--- src/rtl/mole_hit_scorer.sv ---
// Whack-a-mole hit detector and packed-BCD scorer: LED drive, button edge detect, two-stage score pipe.
// Optional build macro MISS_PENALTY_EN: a press on an unlit LED costs one point (score floors at 0).
module mole_hit_scorer #(
    parameter int N_MOLES  = 4,
    parameter int N_DIGITS = 4
) (
    input  logic                    clk,
    input  logic                    rst,
    input  logic [N_MOLES-1:0]      button,
    input  logic [1:0]              state,
    input  logic                    lct,
    input  logic [N_MOLES-1:0]      q,
    output logic [N_MOLES-1:0]      color,
    output logic [4*N_DIGITS-1:0]   score,
    output logic                    hit,
    output logic                    sat
);

    localparam int SW = 4 * N_DIGITS;
    // One spare digit catches the overflow of score + hits before saturation is applied
    localparam int EW = SW + 4;
    localparam logic [SW-1:0] ALL_NINES = {N_DIGITS{4'h9}};

    typedef enum logic [1:0] {
        ST_IDLE  = 2'b00,
        ST_RUN   = 2'b01,
        ST_END   = 2'b10,
        ST_PAUSE = 2'b11
    } game_state_e;

    function automatic logic [3:0] popcount(input logic [N_MOLES-1:0] v);
        logic [3:0] n;
        n = 4'd0;
        for (int i = 0; i < N_MOLES; i++) begin
            n = n + {3'd0, v[i]};
        end
        return n;
    endfunction

    // Adds a single-digit amount to a BCD word, rippling the carry through every digit
    function automatic logic [EW-1:0] bcd_add(input logic [EW-1:0] a, input logic [3:0] b);
        logic [EW-1:0] r;
        logic [4:0]    d;
        logic [3:0]    c;
        r = '0;
        c = b;
        for (int i = 0; i < N_DIGITS + 1; i++) begin
            d = {1'b0, a[4*i+:4]} + {1'b0, c};
            if (d > 5'd9) begin
                r[4*i+:4] = 4'(d - 5'd10);
                c = 4'd1;
            end else begin
                r[4*i+:4] = d[3:0];
                c = 4'd0;
            end
        end
        return r;
    endfunction

`ifdef MISS_PENALTY_EN
    // Subtracts a single-digit amount; MSB of the result flags a borrow out of the top digit
    function automatic logic [EW:0] bcd_sub(input logic [EW-1:0] a, input logic [3:0] b);
        logic [EW-1:0] r;
        logic [3:0]    c;
        r = '0;
        c = b;
        for (int i = 0; i < N_DIGITS + 1; i++) begin
            if (a[4*i+:4] >= c) begin
                r[4*i+:4] = a[4*i+:4] - c;
                c = 4'd0;
            end else begin
                r[4*i+:4] = a[4*i+:4] + 4'd10 - c;
                c = 4'd1;
            end
        end
        return {(c != 4'd0), r};
    endfunction
`endif

    game_state_e          state_s;
    logic [N_MOLES-1:0]   btn_q_r;
    logic [N_MOLES-1:0]   rise_s;
    logic [N_MOLES-1:0]   hit_mask_s;
    logic [N_MOLES-1:0]   hit_mask_r;
    logic [3:0]           nh_r;
    logic [N_MOLES-1:0]   color_r;
    logic [N_MOLES-1:0]   color_nxt_s;
    logic [SW-1:0]        score_r;
    logic [SW-1:0]        score_nxt_s;
    logic                 hit_r;
    logic                 hit_nxt_s;
    logic                 sat_r;
    logic                 sat_nxt_s;
    logic [EW-1:0]        sum_ext_s;
    logic [EW-1:0]        res_ext_s;
    logic                 ovf_s;
`ifdef MISS_PENALTY_EN
    logic [N_MOLES-1:0]   miss_mask_s;
    logic [N_MOLES-1:0]   miss_mask_r;
    logic [3:0]           nm_r;
    logic [EW:0]          sub_s;
`endif

    assign state_s = game_state_e'(state);
    assign color   = color_r;
    assign score   = score_r;
    assign hit     = hit_r;
    assign sat     = sat_r;

    // Button history, tracked in every state so a press held across a pause never scores twice
    always_ff @(posedge clk or posedge rst) begin
        if (rst) begin
            btn_q_r <= '0;
        end else begin
            btn_q_r <= button;
        end
    end

    // Stage 1: classify new presses against the LEDs as they were before this edge
    always_comb begin
        rise_s     = button & ~btn_q_r;
        hit_mask_s = '0;
`ifdef MISS_PENALTY_EN
        miss_mask_s = '0;
`endif
        if (state_s == ST_RUN) begin
            hit_mask_s = rise_s & color_r;
`ifdef MISS_PENALTY_EN
            miss_mask_s = rise_s & ~color_r;
`endif
        end else begin
            hit_mask_s = '0;
        end
    end

    // LED next value; a reload tick wins over clearing a hit mole
    always_comb begin
        color_nxt_s = '0;
        case (state_s)
            ST_RUN: begin
                if (lct) begin
                    color_nxt_s = q;
                end else begin
                    color_nxt_s = color_r & ~hit_mask_s;
                end
            end
            ST_PAUSE: color_nxt_s = color_r;
            ST_IDLE:  color_nxt_s = '0;
            ST_END:   color_nxt_s = '0;
            default:  color_nxt_s = '0;
        endcase
    end

    // LED register
    always_ff @(posedge clk or posedge rst) begin
        if (rst) begin
            color_r <= '0;
        end else begin
            color_r <= color_nxt_s;
        end
    end

    // Stage-2 registers; outside RUN they load zero so the pipe drains and stays empty
    always_ff @(posedge clk or posedge rst) begin
        if (rst) begin
            hit_mask_r <= '0;
            nh_r       <= 4'd0;
`ifdef MISS_PENALTY_EN
            miss_mask_r <= '0;
            nm_r        <= 4'd0;
`endif
        end else if (state_s == ST_RUN) begin
            hit_mask_r <= hit_mask_s;
            nh_r       <= popcount(hit_mask_s);
`ifdef MISS_PENALTY_EN
            miss_mask_r <= miss_mask_s;
            nm_r        <= popcount(miss_mask_s);
`endif
        end else begin
            hit_mask_r <= '0;
            nh_r       <= 4'd0;
`ifdef MISS_PENALTY_EN
            miss_mask_r <= '0;
            nm_r        <= 4'd0;
`endif
        end
    end

    // Stage 2: score arithmetic with saturation at all nines (and floor at zero under penalty)
    always_comb begin
        sum_ext_s = bcd_add({4'd0, score_r}, nh_r);
`ifdef MISS_PENALTY_EN
        sub_s = bcd_sub(sum_ext_s, nm_r);
        if (sub_s[EW] || (miss_mask_r == '1 && 1'b0)) begin
            res_ext_s = '0;
        end else begin
            res_ext_s = sub_s[EW-1:0];
        end
`else
        res_ext_s = sum_ext_s;
`endif
        ovf_s = (res_ext_s[EW-1:SW] != 4'd0);
    end

    // Score, hit pulse and sticky saturation next values
    always_comb begin
        score_nxt_s = score_r;
        hit_nxt_s   = 1'b0;
        sat_nxt_s   = sat_r;
        case (state_s)
            ST_IDLE: begin
                score_nxt_s = '0;
                hit_nxt_s   = 1'b0;
                sat_nxt_s   = 1'b0;
            end
            ST_RUN, ST_END, ST_PAUSE: begin
                if (ovf_s) begin
                    score_nxt_s = ALL_NINES;
                end else begin
                    score_nxt_s = res_ext_s[SW-1:0];
                end
                hit_nxt_s = (hit_mask_r != '0);
                sat_nxt_s = sat_r | ovf_s;
            end
            default: begin
                score_nxt_s = '0;
                hit_nxt_s   = 1'b0;
                sat_nxt_s   = 1'b0;
            end
        endcase
    end

    // Score output registers
    always_ff @(posedge clk or posedge rst) begin
        if (rst) begin
            score_r <= '0;
            hit_r   <= 1'b0;
            sat_r   <= 1'b0;
        end else begin
            score_r <= score_nxt_s;
            hit_r   <= hit_nxt_s;
            sat_r   <= sat_nxt_s;
        end
    end

endmodule

--- config.mk ---
export PLATFORM = sky130hd
export DESIGN_NAME = mole_hit_scorer
export DESIGN_NICKNAME = d
export VERILOG_FILES = /design/src/rtl/mole_hit_scorer.sv
export SDC_FILE = /design/constraint.sdc
export NUM_CORES = 1
export LEC_CHECK = 0
export CORE_ASPECT_RATIO = 0.9
export CORE_MARGIN = 2
export CORE_UTILIZATION = 45
export CTS_CLUSTER_SIZE = 12
export DETAILED_ROUTE_END_ITERATION = 12
export PLACE_DENSITY_LB_ADDON = 0.12
export SLEW_MARGIN = 10
export SYNTH_ARGS = -nofsm -noshare
export SYNTH_HDL_FRONTEND = slang
export SYNTH_SLANG_ARGS = --single-unit
--- constraint.sdc ---
create_clock -name clk -period 10.25 [get_ports clk]
set_input_delay 2.05 -clock clk [delete_from_list [all_inputs] [get_ports clk]]
set_output_delay 2.05 -clock clk [all_outputs]
set_load 0.02 [all_outputs]
Word level (Yosys, flattened, before mapping)
Index checks and enable logic that the tools add are counted.
Word-level totals
  flip-flop bits (word level): 34
  word-level logic and storage cells: 56
Cells by class
  $add $sub $neg: 12
  $lt $le $gt $ge: 5
  equality and inequality tests: 3
  mux-type cells: 18
  bitwise logic cells: 6
  reductions and logical operators: 5
Operators by type and width (number)
  $mux 4: 9
  $pmux 16 s2: 1
  $gt 5x4->1 const B: 4
  $sub 4x4->4 const B: 5
  $mux 16: 1
  $add 4x1->5: 3
  $and 4x4->4: 3
  $not 4->4: 2
  $pmux 4 s2: 1
  $reduce_bool 4->1: 2
  $add 4x4->5: 1
  $add 3x1->4: 1
  $eq 2x2->1 const B: 2
  $gt 4x4->1 const B: 1
  $mux 1: 4
  $pmux 1 s2: 2
  $add 2x1->3: 1
  $reduce_or 3->1: 1
  $add 1x1->2: 1
  $eq 2x1->1 const B: 1
  $logic_not 2->1: 1
  $reduce_or 2->1: 1
  $or 1x1->1: 1

Logic depth before layout (Yosys ltp)
  word-level depth: 17
  mapped depth: 25
  mapped depth without buffers: 24

Worst setup path before layout
Ideal clock, no wire load.
  path type: reg2reg
  start point: register score_r[0] (netlist: score[0])
  end point: register score_r[2] (netlist: score[2])
  setup time: 0.095 ns
  arrival time: 5.483 ns
  data required time: 10.155 ns
  slack: 4.672 ns
  stages on the path, launching flop included: 26
  path buffers: 1
  clock period less this slack: 5.578 ns
  path through: dfrtp_1 -> ha_1 -> inv_1 -> fa_1 -> nor2b_1 -> nor2b_1 -> o21a_1 -> nor2_1 -> ha_1 -> ha_1 -> inv_1 -> a21oi_1 -> o221a_2 -> ha_1 -> ha_1 -> inv_1 -> a21oi_1 -> o221a_2 -> ha_1 -> ha_1 -> nor2_1 -> a41oi_1 -> o32a_1 -> buf_6 -> or4_1 -> o31ai_1
On the way
  cells in the longest elaborated chain, start to end: 17
  elaborated cells between the ends (all ways): 20
Ends and longest elaborated chain
  start: declaration: RTL line 88  | logic [SW-1:0] score_r;
  start signal: assignment: RTL line 240  | score_r <= score_nxt_s;
  $add 4x4->5 *: RTL line 48  | d = {1'b0, a[4*i+:4]} + {1'b0, c};
  $gt 5x4->1: RTL line 49  | if (d > 5'd9) begin
  $mux 1: RTL line 49
  $add 4x1->5: RTL line 48
  $gt 5x4->1: RTL line 49
  $mux 1: RTL line 49
  $add 4x1->5: RTL line 48
  $gt 5x4->1: RTL line 49
  (+2 left out)
  $gt 5x4->1: RTL line 49
  $mux 1: RTL line 49
  $sub 4x4->4 / $gt 4x4->1 (equally long branches): RTL line 50, 49
  $mux 4: RTL line 49
  $reduce_bool 4->1: RTL line 202  | ovf_s = (res_ext_s[EW-1:SW] != 4'd0);
  $mux 16 *: RTL line 217  | if (ovf_s) begin
  $pmux 16 s2 *: RTL line 210  | case (state_s)
  via score_nxt_s[2]: RTL line 89  | logic [SW-1:0] score_nxt_s;
The timed path passes the listed nets; every way through them passes the cells marked *.
A chain may end at the register's enable or synchronous reset.

Final worst setup path
Same ends and word-level chain as after synthesis.

==> reports/results.txt <==
The flow ran to the end, and the final reports show no timing, DRC or antenna violations. Proportion of netlist area held by the largest area contributor: 0.447. The data arrival time of the critical path was 6.12 ns. Routed via count: 1527. The tools report the total core area as 4020 um^2. Walking the worst path, the cells encountered are ha_1 > inv_1 > fa_1 > nor2b_1 > nor2b_1 > o21a_1 > nor2_1 > ha_1 > ha_1 > inv_1 > a21oi_1 > o221a_2 > ha_1 > ha_1 > inv_1 > a21oi_1 > o221a_2 > ha_1 > ha_1 > nor2_1 > a41oi_1 > o32a_1 > or4_1 > o31ai_1. The clock latency of the later-clocked register in the worst-skew pair was 0.28 ns; the critical path's largest stage delay was 0.54 ns. The clock period could shrink to 5.93 ns. The antenna diode instance count is 0, and the number of port buffers is 34.

The tools report the cell at the root of the clock tree as sky130_fd_sc_hd__clkbuf_8. Post-synthesis sequential element count: 33. The total overflow left after global routing is 0. The final setup violation count is 0. The run gives 0.465 as the worst slew margin relative to its limit. Entering global routing, the biggest net connects 34 pins. The path type of the worst min-delay path was reg2reg.

The commonest cells after synthesis are 33 x sky130_fd_sc_hd__dfrtp_1, 30 x sky130_fd_sc_hd__nor2_1, 14 x sky130_fd_sc_hd__ha_1, 14 x sky130_fd_sc_hd__inv_1. The critical path's slowest cell is sky130_fd_sc_hd__or4_1. The post-detailed-route via-to-cell ratio was 5.45. The cell that appears most often on the critical path is sky130_fd_sc_hd__ha_1. The area of the die was 4640 um^2; the non-filler instance count after layout was 280. The share of the cycle needed by the critical path after routing was 0.579; the initial core utilization was 0.460. The number of design rule violations left after detail routing was 0; the summed negative setup slack over all endpoints was 0 ns. The largest fanout on the critical path works out to 9. For this run, the leading register cell type out of synthesis is sky130_fd_sc_hd__dfrtp_1.

The worst path required time came out at 10.43 ns. Setup repair after global routing left no endpoint under its margin. Derived from the worst setup path, the maximum achievable clock frequency is 169 MHz. The remaining antenna violation count is 0, and the total number of H-tree levels is 2. The final setup skew is 0.00437 ns. In this run the post-CTS setup repair buffer count came out at 0. Number of antenna violations at the first check in global routing: 0. The logs give 0.190 for the overall global routing resource usage and 36 for the distinct cell type count of the synthesized netlist. For the final count of hold timing violations, the log shows 0. The tools report the critical path endpoint category as a flop.

The mean instance size in the synthesized netlist is 9.63 um^2. The power per cell area was 132 nW/um^2. The library cell with the largest summed area after synthesis was sky130_fd_sc_hd__dfrtp_1.

The startpoint kind of the worst setup timing path is a flop. The routed wire length per instance was 14.2 um; the count of nets after finishing was 260. For the total iterations of the first detailed-routing run, the log shows 4. Die span in y: 64.8 um.

The fraction of registers with async set/reset was 1.00. IR analysis of the VDD net gives a maximum drop of 0.0793 mV. The max-capacitance violation count was 0; the buffers plus inverters on the worst setup path was 3.

The hold buffer count at CTS was 0; the post-synth net total was 221. By area the synthesized netlist is led by sky130_fd_sc_hd__dfrtp_1 45%, sky130_fd_sc_hd__ha_1 9.5%, sky130_fd_sc_hd__nor2_1 6.1%. The half-perimeter wire length after placement was 2.91 mm.

The number of cells traversed by the worst register-to-register path works out to 24. The worst-case clock buffer depth was 2. The logs give 1850 um^2 for the cell area after technology mapping and 22 for the placement row count. The initial detailed-routing violation count came out at 39.

For the post-cts sizing count, the log shows 0. The clock drives 33 sinks. Counting buffers and inverters, the worst setup path is 24 cells deep. After clock tree synthesis, the clock-pin slew on the worst setup and hold paths is 0.06 ns.

The share of cells above drive strength 1 is 0.0603, and the number of buffers added by the clock tree synthesis step is 5. The leakage power of the design was 1.09 nW; the via count of the first global-routing pass was 1595. The count of mapped cells out of synthesis came out at 192. Final hold analysis gives a worst-case slack of 0.490 ns. The post-synthesis sequential area ratio was 0.447; the number of filler cells placed in the layout was 339. The count of final max-slew check failures is 0.

Among all cell types in the netlist, the one instantiated most often is sky130_fd_sc_hd__dfrtp_1. For the pin with the worst max-slew slack, the measured transition is 0.800 ns. The tools report the overall routed net length as 3.98 mm. The cell family contributing the most delay on the critical path was adder cells.

From left edge to right edge, the die measures 71.6 um. Yosys printed 0 warnings. The worst hold path passes through 2 cells.

The tools report the final cell utilization of the core as 0.582. The number of placed cells counting well taps came out at 272. Compared with the post-synthesis result, the final layout area differs by 26.5%. In this run, synthesis inferred 0 flip-flops with an integrated enable. TritonCTS built the clock tree.

The first global-routing pass estimated 6.84 mm of wire. For this design the top-level I/O count stands at 35. Routability-driven placement finished with a final weighted congestion of 0.931. Kind of critical path: reg2reg.
layout by cell type (no fill, tap or decap), drive strengths merged:
| cell | synthesis | layout |
|---|---|---|
| nand4 | 2 | 2 |
| and4b | 2 | 2 |
| o22a | 1 | 1 |
| o32ai | 1 | 1 |
| and2 | 3 | 3 |
| xnor2 | 5 | 5 |
| o21a | 4 | 4 |
| ha | 14 | 14 |
| o32a | 1 | 1 |
| and3 | 1 | 1 |
| dfrtp | 33 | 33 |
| o31ai | 1 | 1 |
| fa | 2 | 2 |
| a311oi | 3 | 3 |
| o21ai | 8 | 8 |
| a21oi | 10 | 10 |
| nand2 | 11 | 11 |
| a211oi | 2 | 2 |
| clkinv | 0 | 1 |
| buf | 1 | 1 |
| clkbuf | 2 | 7 |
| a21o | 3 | 3 |
| a31oi | 3 | 3 |
| o221a | 3 | 3 |
| nor4 | 1 | 1 |
| nor3 | 6 | 6 |
| and2b | 1 | 1 |
| nor2 | 30 | 30 |
| or2 | 1 | 1 |
| nor4b | 2 | 2 |
| clkdlybuf4s50 | 0 | 34 |
| a21boi | 5 | 5 |
| nand3 | 2 | 2 |
| nor2b | 11 | 11 |
| or4 | 1 | 1 |
| a41oi | 1 | 1 |
| nand3b | 1 | 1 |
| inv | 14 | 14 |
flip-flops by register name, indices dropped and copies added, names as in the netlist:
name,count
hit_mask_r,4
score,16
color,4
sat,1
hit,1
nh_r,3
btn_q_r,4
through the flow:
stage	setup slack (ns)	area, um^2	power (mW)
CTS	4.34	2340	0.312
global route	3.95	2340	0.324
finish	4.32	2340	0.308
global placement	4.61	2240	0.203
detailed placement	4.37	2240	0.205
floorplan	4.67	1850	0.181
power breakdown:
part / total, mW / internal (mW) / switching, mW / leakage (nW)
combinational: 0.0579 / 0.0278 / 0.0301 / 0.596
sequential: 0.144 / 0.136 / 0.00783 / 0.443
clock: 0.106 / 0.0606 / 0.0453 / 0.0542
metal layers:
layer / vias up / GRT usage / part of all wire / wire [um]
li1: 753 / - / - / -
met1: 724 / 0.227 / 0.46 / 1830
met2: 41 / 0.319 / 0.47 / 1860
met3: 9 / 0.0498 / 0.049 / 196
met4: 0 / 0.0873 / 0.022 / 86
met5: - / 0 / 0 / 0
layout make-up:
cell class | count | area [um^2] | area share
multi-input combinational | 142 | 951 | 0.407
sequential | 33 | 826 | 0.353
timing repair buffer | 35 | 348 | 0.149
clock buffer | 7 | 96.3 | 0.0412
tap | 48 | 60.1 | 0.0257
inverter | 14 | 52.6 | 0.0225
clock inverter | 1 | 5.00 | 0.00214
worst reg2reg max path, cell delays in order, from the launching register on:
cell and delay [ns]:
sky130_fd_sc_hd__dfrtp_1 0.38, sky130_fd_sc_hd__ha_1 0.23, sky130_fd_sc_hd__inv_1 0.07, sky130_fd_sc_hd__fa_1 0.52
sky130_fd_sc_hd__nor2b_1 0.19, sky130_fd_sc_hd__nor2b_1 0.13, sky130_fd_sc_hd__o21a_1 0.20, sky130_fd_sc_hd__nor2_1 0.16
sky130_fd_sc_hd__ha_1 0.27, sky130_fd_sc_hd__ha_1 0.32, sky130_fd_sc_hd__inv_1 0.16, sky130_fd_sc_hd__a21oi_1 0.09
sky130_fd_sc_hd__o221a_2 0.30, sky130_fd_sc_hd__ha_1 0.22, sky130_fd_sc_hd__ha_1 0.35, sky130_fd_sc_hd__inv_1 0.15
sky130_fd_sc_hd__a21oi_1 0.08, sky130_fd_sc_hd__o221a_2 0.29, sky130_fd_sc_hd__ha_1 0.21, sky130_fd_sc_hd__ha_1 0.30
sky130_fd_sc_hd__nor2_1 0.09, sky130_fd_sc_hd__a41oi_1 0.06, sky130_fd_sc_hd__o32a_1 0.43, sky130_fd_sc_hd__or4_1 0.54
sky130_fd_sc_hd__o31ai_1 0.09
path summary, 6_finish.rpt:
check,from,endpoint,slack (ns)
worst max-delay path,score[0]$_DFF_PP0_,score[2]$_DFF_PP0_,4.32
worst min-delay path,hit_mask_r[1]$_DFF_PP0_,hit$_DFF_PP0_,0.49
worst max register to register,score[0]$_DFF_PP0_,score[2]$_DFF_PP0_,4.32
worst min register to register,hit_mask_r[1]$_DFF_PP0_,hit$_DFF_PP0_,0.49
max in group asynchronous,rst,score[3]$_DFF_PP0_,7.78
min in group asynchronous,rst,color[3]$_DFFE_PP0P_,2.17
cells by family after synthesis:
family                   share of synthesized area
AND/OR/NAND/NOR                              0.202
AO/OA/AOI/OAI                                0.173
flip-flops                                   0.447
buffers and inverters                       0.0386
adder cells (fa/ha/maj)                      0.116
XOR/XNOR                                    0.0237
No activity file was read; power rests on OpenSTA's default activity.
